### config.mk
export PLATFORM = sky130hd
export DESIGN_NAME = serdes_tx_arbiter
export DESIGN_NICKNAME = d
export VERILOG_FILES = /design/src/rtl/serdes_tx_arbiter_pkg.sv /design/src/rtl/serdes_tx_arbiter_rr_pick.sv /design/src/rtl/serdes_tx_arbiter.sv
export SDC_FILE = /design/constraint.sdc
export NUM_CORES = 1
export LEC_CHECK = 0
export BUFFER_PORTS_ARGS = -buffer_cell sky130_fd_sc_hd__buf_2
export CORE_AREA = 5 5 130 132
export CTS_CLUSTER_DIAMETER = 50
export DETAILED_ROUTE_END_ITERATION = 12
export DIE_AREA = 0 0 135 137
export PLACE_DENSITY = 0.73
export SLEW_MARGIN = 15
export SYNTH_ARGS = -nofsm -noshare
export SYNTH_HDL_FRONTEND = slang
export SYNTH_HIERARCHICAL = 1
export SYNTH_SLANG_ARGS = --single-unit
### constraint.sdc
create_clock -name clk_serial -period 2.4 [get_ports clk_serial]
set_clock_uncertainty 0.15 [all_clocks]
set_input_delay 0 -clock clk_serial [delete_from_list [all_inputs] [get_ports clk_serial]]
set_output_delay 0 -clock clk_serial [all_outputs]
set_load 0.01 [all_outputs]
### src/rtl/serdes_tx_arbiter_pkg.sv
// Shared constants, state encoding and header formatting for the serializer TX arbiter.
package serdes_pkg;

    localparam logic [7:0]  HDR_MAGIC         = 8'hC3;
    localparam int          HDR_MAGIC_LSB     = 56;
    localparam int          HDR_CH_LSB        = 48;
    localparam logic [63:0] DEFAULT_IDLE_WORD = 64'hA5A5_A5A5_A5A5_A5A5;

    typedef enum logic {
        ARB  = 1'b0,
        DATA = 1'b1
    } arb_state_t;

    // Header: magic byte, channel byte, remaining bits zero.
    function automatic logic [63:0] make_header(input logic [7:0] ch);
        logic [63:0] hdr;
        hdr = '0;
        hdr[HDR_MAGIC_LSB +: 8] = HDR_MAGIC;
        hdr[HDR_CH_LSB +: 8]    = ch;
        return hdr;
    endfunction

endpackage

### src/rtl/serdes_tx_arbiter_rr_pick.sv
// Rotate-priority encoder: first set request strictly after last_grant, wrapping around.
module rr_pick #(
    parameter int NUM_CH = 4,
    parameter int CH_W   = 2
) (
    input  logic [NUM_CH-1:0] req,
    input  logic [CH_W-1:0]   last_grant,
    output logic [CH_W-1:0]   winner,
    output logic              any
);

    logic [CH_W-1:0] idx;

    // Walk from the farthest offset down so the nearest requester overwrites last.
    always_comb begin
        winner = last_grant;
        idx    = '0;
        for (int k = NUM_CH; k >= 1; k--) begin
            idx = CH_W'((int'(last_grant) + k) % NUM_CH);
            if (req[idx]) begin
                winner = idx;
            end
        end
    end

    assign any = |req;

endmodule

### src/rtl/serdes_tx_arbiter.sv
// Round-robin framer feeding one 64-bit serializer: header word per grant, then up to
// BURST_MAX data words from the winning channel, idle fill when nobody requests.
module serdes_tx_arbiter
    import serdes_pkg::*;
#(
    parameter int          NUM_CH    = 4,
    parameter int          CH_W      = 2,
    parameter int          BURST_MAX = 4,
    parameter int          FILL_EN   = 1,
    parameter logic [63:0] IDLE_WORD = DEFAULT_IDLE_WORD
) (
    input  logic                 clk_serial,
    input  logic                 rst_n,
    input  logic [NUM_CH-1:0]    req_valid,
    input  logic [NUM_CH*64-1:0] req_data,
    input  logic [NUM_CH-1:0]    req_last,
    output logic [NUM_CH-1:0]    req_ready,
    output logic [63:0]          ser_data,
    output logic                 ser_valid,
    input  logic                 ser_ready,
    output logic [CH_W-1:0]      grant_ch,
    output logic                 busy
);

    arb_state_t      state_reg, state_next;
    logic [7:0]      count_reg, count_next;
    logic [CH_W-1:0] grant_reg, grant_next;
    logic [63:0]     ser_data_reg, ser_data_next;
    logic            ser_valid_reg, ser_valid_next;

    logic            out_free;
    logic [CH_W-1:0] pick_winner;
    logic            pick_any;
    logic [8:0]      count_inc;
    logic            burst_done;
    logic [63:0]     ch_data [NUM_CH];

    assign out_free   = !ser_valid_reg || ser_ready;
    assign count_inc  = {1'b0, count_reg} + 9'd1;
    assign burst_done = (count_inc == 9'(BURST_MAX));

    generate
        for (genvar gi = 0; gi < NUM_CH; gi++) begin : g_ch
            assign ch_data[gi]   = req_data[64*gi +: 64];
            assign req_ready[gi] = (state_reg == DATA) && (grant_reg == CH_W'(gi)) && out_free;
        end
    endgenerate

    rr_pick #(
        .NUM_CH (NUM_CH),
        .CH_W   (CH_W)
    ) u_rr_pick (
        .req        (req_valid),
        .last_grant (grant_reg),
        .winner     (pick_winner),
        .any        (pick_any)
    );

    always_ff @(posedge clk_serial or negedge rst_n) begin
        if (!rst_n) begin
            state_reg     <= ARB;
            count_reg     <= '0;
            grant_reg     <= CH_W'(NUM_CH - 1);
            ser_data_reg  <= '0;
            ser_valid_reg <= 1'b0;
        end else begin
            state_reg     <= state_next;
            count_reg     <= count_next;
            grant_reg     <= grant_next;
            ser_data_reg  <= ser_data_next;
            ser_valid_reg <= ser_valid_next;
        end
    end

    // A loaded word, fill or not, is only ever replaced once the serializer has taken it.
    always_comb begin
        state_next     = state_reg;
        count_next     = count_reg;
        grant_next     = grant_reg;
        ser_data_next  = ser_data_reg;
        ser_valid_next = ser_valid_reg;
        case (state_reg)
            ARB: begin
                if (out_free) begin
                    if (pick_any) begin
                        grant_next     = pick_winner;
                        ser_data_next  = make_header(8'(pick_winner));
                        ser_valid_next = 1'b1;
                        count_next     = '0;
                        state_next     = DATA;
                    end else if (FILL_EN != 0) begin
                        ser_data_next  = IDLE_WORD;
                        ser_valid_next = 1'b1;
                    end else begin
                        ser_valid_next = 1'b0;
                    end
                end
            end
            DATA: begin
                if (out_free) begin
                    if (req_valid[grant_reg]) begin
                        ser_data_next  = ch_data[grant_reg];
                        ser_valid_next = 1'b1;
                        count_next     = count_inc[7:0];
                        if (req_last[grant_reg] || burst_done) begin
                            state_next = ARB;
                        end
                    end else begin
                        // Source stalled mid-burst: go quiet rather than fill.
                        ser_valid_next = 1'b0;
                    end
                end
            end
            default: begin
                state_next = ARB;
            end
        endcase
    end

    assign ser_data  = ser_data_reg;
    assign ser_valid = ser_valid_reg;
    assign grant_ch  = grant_reg;
    assign busy      = (state_reg == DATA);

endmodule

==> results of run 1 <==
## worst max-delay path, delay by kind of cell (launching register included)
| family | cells | cell delay, ns |
|---|---|---|
| flops | 1 | 0.63 |
| mux | 1 | 0.50 |
| compound gates | 1 | 0.22 |
| simple gates | 1 | 0.37 |
| buf+inv | 1 | 0.24 |
## final cells by class
class / count / share of cell area
Clock buffer: 11 / 0.0292
Clock inverter: 3 / 0.00180
Inverter: 3 / 0.00135
Multi-Input combinational cell: 263 / 0.313
Sequential cell: 76 / 0.230
Tap cell: 216 / 0.0325
Timing Repair Buffer: 491 / 0.393
## metal layers
layer	vias up	share of wire	wire, microns	global-route usage
met3	66	0.086	1820	0.0632
met4	0	0.045	942	0.108
met2	316	0.50	10600	0.387
met1	2562	0.36	7660	0.244
met5	-	0	0	0
li1	2390	-	-	-
## worst paths after layout
check                          endpoint         start  slack [ns]  cells after the start
setup / recovery           ser_data[41]   grant_ch[0]        0.14                      4
hold / removal             ser_data[45]  req_data[45]        0.01                      4
setup reg to reg           ser_data[41]   grant_ch[0]        0.14                      4
hold reg to reg            ser_data[56]  ser_data[56]        0.33                      2
max in group asynchronous  ser_data[56]         rst_n        1.18                      2
min in group asynchronous  ser_data[14]         rst_n        0.23                      2
## cells in the mapped netlist, drive strengths merged, types with 2 or more instances
cell type / count
mux4: 66
and3: 6
nand2: 44
inv: 3
nor3b: 3
a21oi: 34
dfstp: 2
nor2: 39
buf: 14
a22o: 30
o21ai: 6
nand3: 3
dfrtp: 74
nor3: 5
mux2: 2
nand2b: 5
a211o: 5
clkbuf: 20
## placed cells by master, fill, tap and decap left out, types with 6 or more instances in the layout
master,Yosys,layout
sky130_fd_sc_hd__clkbuf_16,0,9
sky130_fd_sc_hd__nor2_1,38,38
sky130_fd_sc_hd__nand2_1,44,44
sky130_fd_sc_hd__a22o_1,30,30
sky130_fd_sc_hd__a21oi_1,34,34
sky130_fd_sc_hd__dlygate4sd3_1,0,141
sky130_fd_sc_hd__mux4_2,66,66
sky130_fd_sc_hd__buf_12,0,6
sky130_fd_sc_hd__dfrtp_1,74,74
sky130_fd_sc_hd__buf_2,12,337
sky130_fd_sc_hd__and3_1,6,6
sky130_fd_sc_hd__buf_4,0,7
## kinds of logic (layout without fill, tap and decap cells)
kind of cell | after synthesis | in the layout
mux | 69 | 69
compound gates | 82 | 82
flops | 76 | 76
xor+xnor | 1 | 1
simple gates | 110 | 110
buf+inv | 37 | 508
fa+ha+maj | 1 | 1
## timing repair
| item | 4_1_cts | 5_1_grt |
|---|---|---|
| endpoints found under the setup margin | 0 | 0 |
| setup buffers | 0 | 0 |
| hold endpoints to repair | 113 | 0 |
| resized for setup | 0 | 0 |
| hold buffers | 141 | 0 |
## stage by stage
stage,cells,hold slack [ns],worst slack [ns]
2_1_floorplan,376,-0.446,0.110
3_3_place_gp,908,0.0743,0.151
3_5_place_dp,908,0.0783,0.135
4_1_cts,1063,0.000393,0.127
5_1_grt,1063,0.0238,0.0213
6_report,1063,0.0149,0.142
## power by group
group | internal [mW] | switching, mW | total (mW)
clock | 0.711 | 0.505 | 1.22
combinational | 2.59 | 2.61 | 5.21
sequential | 1.90 | 0.343 | 2.24
==> results list, run 1 <==
- The largest single stage delay on the critical path is between 0.6 and 0.7 ns.
- Total power consumption of the routed design: just under 9 mW
- The die covers 18,500 sq um.
* Number of storage elements in the synthesis netlist: 76
* Portion of synthesized cell area occupied by the leading cell type: 0.397
- After filler insertion, the fill cell instance count of the layout stands at approximately 1,300.
- At the worst endpoint, the arrival time is ~2.3 ns.
- Area inside the core boundary: between 15,000 and 20,000 sq um
- The worst pin sits at a relative slew slack of 0.323.
- The critical path in this run is classified as reg2reg.
- Routed wire length: 21.0 mm
- Synthesis produced a netlist with a net count of ~640.
- Largest net degree at the start of global routing: 78
- Element type at the critical path end: flop
* Global-route usage over all layers: 0.220
- Final core utilization: 0.534
* Die extent in y: between 100 and 150 microns
* First DRT Iteration DRCs: about 180
- Depth of the CTS H-tree: 3
* Cell with the largest stage delay on the worst path: sky130_fd_sc_hd__dfstp_4
- TritonCTS built the clock tree.
* Mapped Area: 4660 sq um
- Final HPWL from detailed placement: 13.9 mm
* Std cell rows: 46
- Clock-pin slew was measured on the worst setup and hold paths at 0.06 ns.
* Cell leakage power: 4.05 nW
- Max-cap viol count: 0
- For the worst setup path, the data required time is roughly 2.5 ns.
- Compared with the post-synthesis result, the final layout area differs by 78.6%.
* Maximum fanout count along the critical path: 24
- In this run the deepest clock path goes through 2 buffers.
- After routing the design area is between 8000 and 9000 sq um.
- Avg Vias per Cell: around 5.0
- The register with the most flip-flops in the layout has 64 of them.
- Max Freq: approximately 0.44 GHz
- Dominant combinational cell family by area after synthesis: multiplexers
- The synthesized design contains 0 enable-type register cells.
- Registers take 1910 sq um.
- The initial antenna violation count came to 0.
- Dividing total power by cell area gives a power density of approximately 1000 nW/um^2.
- Fraction of synthesized cell area in xor and xnor cells: 0.00188
* Number of antenna cells inserted: 0
- Detailed routing inserted a total of roughly 5,300 vias.
- Clock tree synthesis selected as its root buffer the cell sky130_fd_sc_hd__clkbuf_16.
- Fraction of layout instances using a drive strength above 1: 0.516
- Clock sink count: 76
- Critical path, cell by cell: mux4_2 > and3_1 > buf_12 > a22o_1
- Post-synthesis compound-gate area fraction: 0.122
* Number of I/O port buffers: roughly 340
- Cts bufs inserted: 9
- The run finished with clean final reports.
* First-pass GRT wire length: approximately 31 mm
- The count of nets left with antenna violations once routing finished came out at 0.
- Async S/R FF share, synth: 1.00
- Period utilization: 0.941
- Setup violations remaining at the end of the flow were counted as 0.
- The total count of max-transition violations in the final report is 0.
* Max rail drop VDD: between 0.6 and 0.7 mV
* Total iterations of the first detailed-routing run: 4
- At the end of routability-driven placement, the weighted congestion stood at 0.734.
* Skew-Pair Late Insertion Delay: between 0.3 and 0.4 ns
- The Yosys step of the flow raised 6 warnings.
* Multi-input combinational cell area: between 2000 and 3000 sq um
- Number of nets in the final layout: roughly 1,100
* RSZ-0062 raised after global routing: false
- By area the synthesized netlist is led by sky130_fd_sc_hd__dfrtp_1 40%, sky130_fd_sc_hd__mux4_2 32%, sky130_fd_sc_hd__a22o_1 5.6%.
- Cell taking the most area after synthesis: sky130_fd_sc_hd__dfrtp_1
- Via count of the first global-routing pass: 5,849
* Setup total negative slack: 0 ns
- The final-report hold violation count came to 0.
- For this run, the leading register cell type out of synthesis is sky130_fd_sc_hd__dfrtp_1.
* Die Width: 135 microns
- about 340 I/O pins were placed.
- Post-Synthesis Cells: approximately 380
- In the routed design, unresolved DRC markers number 0.
* Starting density of the core: 0.299
- A synthesized cell averages 12.4 sq um.
- Fraction of the mapped netlist area in adder cells: 0.00268
- Of the total synthesized cell area, the portion taken by AND, OR, NAND and NOR gates is 0.105.
- Mux cell area share after synthesis: 0.326
- Congestion Overflow GR: 0
- Netlist cell types: 38
* Transition at the pin with the smallest max-transition slack: about 1.0 ns
* Final routed wire length divided by cell count: between 15 and 20 microns
* Worst hold path class: in2reg
- Post-DP Area: ~6700 sq um
- Subtracting the final worst setup slack from the clock period gives between 2 and 2.5 ns.
- STA classifies the critical path startpoint as a flop.
* Register area share after synthesis: 0.408
Power figures use the tool's default switching activity.
==> run 2, diff against run 1 <==
--- a/config.mk
+++ b/config.mk
@@ -11,6 +11,7 @@
 export DETAILED_ROUTE_END_ITERATION = 12
 export DIE_AREA = 0 0 135 137
 export PLACE_DENSITY = 0.73
+export RECOVER_POWER = 50
 export SLEW_MARGIN = 15
 export SYNTH_ARGS = -nofsm -noshare
 export SYNTH_HDL_FRONTEND = slang
==> constraint.sdc (replaced) <==
create_clock -name clk_serial -period 2.4 [get_ports clk_serial]
set_clock_uncertainty 0.15 [all_clocks]
set_input_delay 0.48 -clock clk_serial [delete_from_list [all_inputs] [get_ports clk_serial]]
set_output_delay 0.48 -clock clk_serial [all_outputs]
set_load 0.02 [all_outputs]
==> results list, run 2 (synthesis gave the netlist of run 1 again) <==
- The routed design has around 18 mm of wire.
* Final Slew Violations: 0
- At the pin with the least slew margin, the transition time is between 0.7 and 0.8 ns.
- Based on the critical path, the design can be clocked at up to approximately 0.43 GHz.
* Depth of the CTS H-tree: 3
- Of all nets on the critical path, the largest fanout is 33.
- Largest net degree at the start of global routing: 39
- Cell leakage power: about 3.4 nW
* RR Endpoint: ser_data[15]
* Register-to-Register Path Depth: 6
- Element type at the critical path end: output pin
- The register with the most flip-flops in the layout has between 60 and 70 of them.
- Buffers inserted during clock tree synthesis total 9.
- Walking the worst path, the cells encountered are buf_4 > buf_2.
- Period utilization: 0.959
* Final setup vio count: 0
- Worst hold path class: reg2reg
* Max rail drop VDD: between 0.5 and 0.6 mV
- Global-route usage over all layers: 0.181
- Number of nets in the final layout: slightly below 1,000
* Worst max-slew margin expressed relative to the limit: 0.476
- Summed over all failing endpoints, the final setup total negative slack is 0 ns.
- Data on the critical path is required at its endpoint by ~1.8 ns.
* Die extent in y: 137 microns
* Clock tree from TritonCTS: yes
- Minimum setup slack in the final design: between 0.09 and 0.1 ns
- Number of ports placed on the die boundary: approximately 340
- The critical path ends at grant_ch[1].
- Via Count: around 4,600
- At the worst endpoint, the arrival time is 1.67 ns.
- Before antenna repair, the detailed router went through 4 iterations.
- In this design, the stage delay of the slowest critical-path cell is between 0.6 and 0.7 ns.
- Max-cap viol count: 0
- The congestion estimate from routability-driven global placement came to 0.774.
* Avg Vias per Cell: ~4.9
- Via count of the first global-routing pass: ~4,700
- Die Width: about 140 microns
* Cell with the largest stage delay on the worst path: sky130_fd_sc_hd__dfstp_4
- For the worst-skew pair, the clock arrives at the later sink with an insertion delay of 0.33 ns.
* Crit Path Category: reg2out
* Final HPWL from detailed placement: 14.4 mm
* First DRT Iteration DRCs: around 170
* Type of origin of the critical path: flop
- In the final layout, the share of cells above drive strength 1 is 0.572.
* Setup slack on the worst flop-to-flop path: between 0.1 and 0.15 ns
* Remaining antenna violation count: 0
* First-pass GRT wire length: approximately 25 mm
* Status: completed
- The routed design could run at a clock period as short as 2.30 ns.
- Bufs on Longest Clock Path: 2
- Number of inserted filler cells in the final layout: 1,515
* Std cell rows: 46
- Leaving out fill and tap cells, the most frequent cell in the layout is sky130_fd_sc_hd__buf_2.
- Clk Tree Root Cell: sky130_fd_sc_hd__clkbuf_16
- Clock sink count: 76
* Starting density of the core: 0.299
- The worst register-to-register path begins at grant_ch[0].
* Final hold violations: 0
* Clock slew at reported path FFs: 0.06 ns
- Pwr per Cell Area: around 1300 nW/um^2
* Post-detailed-route DRC marker count: 0
- The count of buffers added on input and output ports is about 340.
- Start point of the critical path: grant_ch[1]
* Congestion Overflow GR: 0
- In the final routed layout, each cell accounts on average for 19.3 microns.
- The number of antenna diodes in the final layout is 0.
- Die area: around 18,000 sq um
- Area inside the core boundary: around 16,000 sq um
- RSZ-0062 raised after global routing: false
- Area growth from synthesis to final layout: 50.2%
* Worst slack, placed: between 0.1 and 0.15 ns
* Commonest cells after routing, fill and taps aside: 301 x sky130_fd_sc_hd__buf_2, 74 x sky130_fd_sc_hd__dfrtp_1, 66 x sky130_fd_sc_hd__mux4_2, 44 x sky130_fd_sc_hd__nand2_1
* Number of antenna violations at the first check in global routing: 0
-- run 2: changes by cell type in the layout (fill, tap and decap cells not counted) --
| cell | change |
|---|---|
| sky130_fd_sc_hd__clkbuf_1 | +37 |
| sky130_fd_sc_hd__clkbuf_2 | +2 |
| sky130_fd_sc_hd__dlygate4sd3_1 | -140 |
| sky130_fd_sc_hd__clkbuf_8 | +1 |
| sky130_fd_sc_hd__bufbuf_16 | +1 |
| sky130_fd_sc_hd__buf_4 | +6 |
| sky130_fd_sc_hd__buf_8 | +1 |
| sky130_fd_sc_hd__clkbuf_16 | +1 |
| sky130_fd_sc_hd__buf_16 | +2 |
| sky130_fd_sc_hd__clkbuf_4 | +1 |
| sky130_fd_sc_hd__clkinv_2 | -1 |
| sky130_fd_sc_hd__buf_12 | -4 |
| sky130_fd_sc_hd__buf_2 | -36 |
-- run 2: routing by layer --
layer  track usage  part of all wire  vias up
met1         0.200              0.36     2239
met5             0                 0        -
li1              -                 -     2135
met4        0.0437             0.013        0
met3        0.0551             0.091       13
met2         0.339              0.53      235
-- run 2: area by class of cell --
class / instances / area, sq um / area share
Timing Repair Buffer: 361 / 1930 / 0.276
Inverter: 3 / 11.3 / 0.00161
Sequential cell: 76 / 1910 / 0.273
Tap cell: 216 / 270 / 0.0386
Clock inverter: 2 / 10.0 / 0.00143
Multi-Input combinational cell: 263 / 2610 / 0.372
Clock buffer: 13 / 260 / 0.0372
-- run 2: worst min-delay path by stage --
stage	endpoint	slack (ns)	depth (start not counted)	startpoint
6_report	ser_data[62]	0.33	2	ser_data[62]
5_1_grt	ser_data[63]	0.37	2	ser_data[63]
4_1_cts	ser_data[62]	0.34	2	ser_data[62]
3_5_place_dp	ser_data[3]	0.30	1	rst_n
3_3_place_gp	ser_data[3]	0.30	1	rst_n
2_1_floorplan	busy	0.03	0	rst_n
-- run 2: through the flow --
| stage | hold WS [ns] | util | total power [mW] | cells | cell area, sq um |
|---|---|---|---|---|---|
| after floorplan | 0.0344 | - | 5.93 | 376 | 4660 |
| after global placement | 0.299 | 0.428 | 7.61 | 913 | 6680 |
| after detailed placement | 0.301 | 0.428 | 7.70 | 913 | 6680 |
| after CTS | 0.337 | 0.449 | 9.11 | 930 | 7010 |
| after global routing | 0.369 | 0.449 | 9.61 | 934 | 7000 |
| final | 0.331 | 0.449 | 8.99 | 934 | 7000 |
-- run 2: worst max-delay path: cells and delay by family (launching register included) --
kind	cells	cell delay [ns]
flip-flops	1	0.67
buffers and inverters	2	0.64
-- run 2: where the power goes --
group / internal, mW / switching (mW)
combinational: 2.52 / 2.95
sequential: 1.90 / 0.368
clock: 0.748 / 0.502
-- run 2: timing repair --
action / in CTS / in global routing
buffers inserted: 0 / 3
resized for setup: 3 / 1
hold buffers: 1 / 0
setup endpoints to repair: 4 / 3
endpoints found under the hold margin: 27 / 0
cloned: 1 / 1
==> run 3, diff against run 2 <==
--- a/config.mk
+++ b/config.mk
@@ -6,14 +6,13 @@
 export NUM_CORES = 1
 export LEC_CHECK = 0
 export BUFFER_PORTS_ARGS = -buffer_cell sky130_fd_sc_hd__buf_2
-export CORE_AREA = 5 5 130 132
+export CORE_AREA = 5 5 127 129
 export CTS_CLUSTER_DIAMETER = 50
 export DETAILED_ROUTE_END_ITERATION = 12
-export DIE_AREA = 0 0 135 137
-export PLACE_DENSITY = 0.73
+export DIE_AREA = 0 0 132 134
+export PLACE_DENSITY = 0.77
 export RECOVER_POWER = 50
 export SLEW_MARGIN = 15
 export SYNTH_ARGS = -nofsm -noshare
 export SYNTH_HDL_FRONTEND = slang
-export SYNTH_HIERARCHICAL = 1
 export SYNTH_SLANG_ARGS = --single-unit
==> results list, run 3 <==
* Number of ports placed on the die boundary: 339
* RR Endpoint: ser_data[17]
- The pre-antenna-repair detailed-routing pass consisted of 4 iterations.
* Hold depth: 1
- Number of nets in the final layout: ~990
- Mean cell area of the mapped netlist: between 10 and 15 sq um
* Area growth from synthesis to final layout: 46.4%
* Number of enable flip-flop cells after synthesis: 0
- First-pass GRT wire length: 27.0 mm
* Minimum setup slack in the final design: around 0.063 ns
- Worst setup endpoint: req_ready[2]
- Launch instance of the worst min-delay path: count_reg[7]
- For this design the ratio of total power to cell area is between 1000 and 1500 nW/um^2.
* Startpoint of the worst register-to-register path: grant_ch[0]
* Final routed wire length divided by cell count: between 15 and 20 microns
- At the worst endpoint, the arrival time is 1.71 ns.
* Hold WS: between 0.3 and 0.4 ns
- Yosys instantiated no cell more often than sky130_fd_sc_hd__dfrtp_1.
* Stage delay of the slowest cell on the critical path: ~0.64 ns
- In the routed design, unresolved DRC markers number 0.
- For the pin with the worst max-slew slack, the measured transition is ~0.65 ns.
- The clock period could shrink to between 2 and 2.5 ns.
- Clock-pin slew was measured on the worst setup and hold paths at 0.06 ns.
- Leading cell types by total area after synthesis: sky130_fd_sc_hd__dfrtp_1 38%, sky130_fd_sc_hd__mux4_2 31%, sky130_fd_sc_hd__a22o_1 5.8%
- Register area share after synthesis: 0.395
- Number of storage elements in the synthesis netlist: 76
- Max rail drop VDD: slightly above 0.9 mV
- The die covers ~18,000 sq um.
* Start point of the critical path: grant_ch[1]
- Most frequent cells after synthesis: 74 x sky130_fd_sc_hd__dfrtp_1, 67 x sky130_fd_sc_hd__mux4_2, 41 x sky130_fd_sc_hd__nand2_1
- Post-DP Area: just under 7000 sq um
- Finished Cell Area: between 7000 and 8000 sq um
- The worst setup path is captured at an output pin.
- Via Count: 4,833
* Die extent in y: ~130 microns
- Most common cell after layout, fill and taps aside: sky130_fd_sc_hd__buf_2
- Yosys printed 0 warnings.
- Via count of the first global-routing pass: 5,113
- The cell area that synthesis handed to floorplanning was 4830 sq um.
- Register-to-Register Path Depth: 5
* Setup slack on the worst flop-to-flop path: approximately 0.17 ns
- Final HPWL from detailed placement: between 10 and 15 mm
- Largest net degree at the start of global routing: 47
- Crit Path Category: reg2out
- The total overflow left after global routing is 0.
- The critical path goes through buf_6 > ha_1 > and3_1 > buf_2.
- Bufs on Longest Clock Path: 2
- Critical path buffer and inverter count: 2
- Logic depth of the worst path, buffers included: 4
- Routed wire length: 17.5 mm
- The root buffer cell chosen for the clock tree is sky130_fd_sc_hd__clkbuf_16.
- Maximum fanout count along the critical path: 25
- Row generation in the floorplan step produced 45 rows.
- Starting density of the core: 0.323
- The register with the most flip-flops in the layout has 64 of them.
- The total count of max-transition violations in the final report was 0.
* Routability congestion estimate: a little over 0.8
- Commonest cells after routing, fill and taps aside: 302 x sky130_fd_sc_hd__buf_2, 74 x sky130_fd_sc_hd__dfrtp_1, 67 x sky130_fd_sc_hd__mux4_2, 41 x sky130_fd_sc_hd__nand2_1, 38 x sky130_fd_sc_hd__nor2_1
- After detailed placement, the design holds a cell count of slightly below 900.
- Grouping stages by cell kind, the critical path spends the most delay in flip-flops.
- When the netlist entered floorplanning its net count stood at between 600 and 700.
* RSZ-0062 raised after global routing: false
* Area taken by flip-flops and latches: 1910 sq um
* Max Freq: around 0.43 GHz
- Counting distinct cell types in the post-synthesis netlist gives 37.
* Type of origin of the critical path: flop
* Portion of synthesized cell area occupied by the leading cell type: 0.384
- Post-route insts no fill: a little over 900
* Global-route usage over all layers: 0.193
* Cell leakage power: 3.44 nW
- The final-report hold violation count was 0.
- The region available for standard cell placement spans ~15,000 sq um.
* Clock sink count: 76
- OpenSTA, run right after detailed placement, puts the worst setup slack at 0.118 ns.
- The multi-input combinational cells in the finished layout cover a total of 2740 sq um.
* Avg Vias per Cell: between 5 and 6
* Status: completed
- After filler insertion, the fill cell instance count of the layout stands at ~1,400.
- For this run, the share of the core covered by cells in the final layout is 0.473.
- Number of I/O port buffers: between 300 and 400
* Number of antenna violations at the first check in global routing: 2
- Skew-Pair Late Insertion Delay: about 0.34 ns
- TritonCTS built the clock tree.
* Period utilization: 0.974
- From left edge to right edge, the die measures 132 microns.
* Async S/R FF share, synth: 1.00
- First DRT Iteration DRCs: 230
* Max-cap viol count: 0
* Cell taking the most area after synthesis: sky130_fd_sc_hd__dfrtp_1
- At the worst endpoint, the required time is 1.77 ns.
- The cell count after synthesis came out at ~390.
- Depth of the CTS H-tree: 3
- Of the cells placed in the final design, the portion with a size suffix greater than 1 is 0.568.
- Once detail routing completed, the nets flagged for antenna violations numbered 0.
- Worst max-slew margin expressed relative to the limit: 0.568
- Clock tree synthesis inserted a total of 9 buffers.
- Final setup vio count: 0
- Most used flip-flop cell after synthesis: sky130_fd_sc_hd__dfrtp_1
- The slowest stage of the critical path is the sky130_fd_sc_hd__dfstp_4 cell.
- Worst hold path class: reg2reg
-- run 3: cell count changes in the layout (fill, tap and decap cells not counted), sizes merged, moves of 3 or more --
cell / previous run / this run
nor3: 5 / 0
mux2i: 1 / 5
and3: 6 / 10
clkbuf: 53 / 48
nor3b: 3 / 0
a211o: 5 / 0
clkinv: 2 / 5
a31oi: 1 / 5
ha: 1 / 5
-- run 3: worst min-delay path by stage --
stage                   end  slack, ns
3_5_place_dp   ser_data[38]       0.16
4_1_cts        count_reg[7]       0.33
3_3_place_gp   ser_data[38]       0.16
6_report       count_reg[7]       0.32
5_1_grt        ser_data[11]       0.37
2_1_floorplan          busy       0.03
-- run 3: logic make-up (layout without fill, tap and decap cells) --
logic type | after synthesis | count (layout) | share of synthesized area
AND/OR/NAND/NOR | 105 | 105 | 0.0962
AO/OA/AOI/OAI | 86 | 86 | 0.123
flip-flops | 76 | 76 | 0.395
multiplexers | 75 | 75 | 0.330
buffers and inverters | 38 | 379 | 0.0415
adder cells (fa/ha/maj) | 5 | 5 | 0.0130
XOR/XNOR | 1 | 1 | 0.00182
other | 0 | 2 | 0
-- run 3: what timing repair did --
| item | in CTS | in global routing |
|---|---|---|
| cloned | 1 | 0 |
| gates resized for setup | 1 | 1 |
| setup buffers | 0 | 5 |
| setup endpoints to repair | 3 | 13 |
| hold buffers | 1 | 0 |
| endpoints found under the hold margin | 7 | 0 |
-- run 3: through the flow --
step / setup TNS, ns / power, mW
final: 0 / 8.87
after global routing: 0 / 9.52
after CTS: -0.0164 / 8.98
after detailed placement: 0 / 7.62
after global placement: 0 / 7.50
after floorplan: 0 / 6.00
-- run 3: per-layer routing --
layer / track usage / wire [microns] / up-vias
met5: 0 / 0 / -
met4: 0.0909 / 578 / 0
met3: 0.0424 / 1130 / 37
met2: 0.339 / 9170 / 236
met1: 0.225 / 6580 / 2374
li1: - / - / 2186
-- run 3: cell type report --
class,instances,share of cell area
antenna,2,0.000709
clock buffer,10,0.0324
clock inverter,6,0.00461
inverter,4,0.00213
multi-input combinational,272,0.388
sequential,76,0.271
tap,188,0.0333
timing repair buffer,359,0.268
-- run 3: report_power, final --
group / switching (mW) / internal, mW / total, mW
registers: 0.348 / 1.86 / 2.20
logic: 2.93 / 2.51 / 5.44
clock network: 0.535 / 0.691 / 1.23
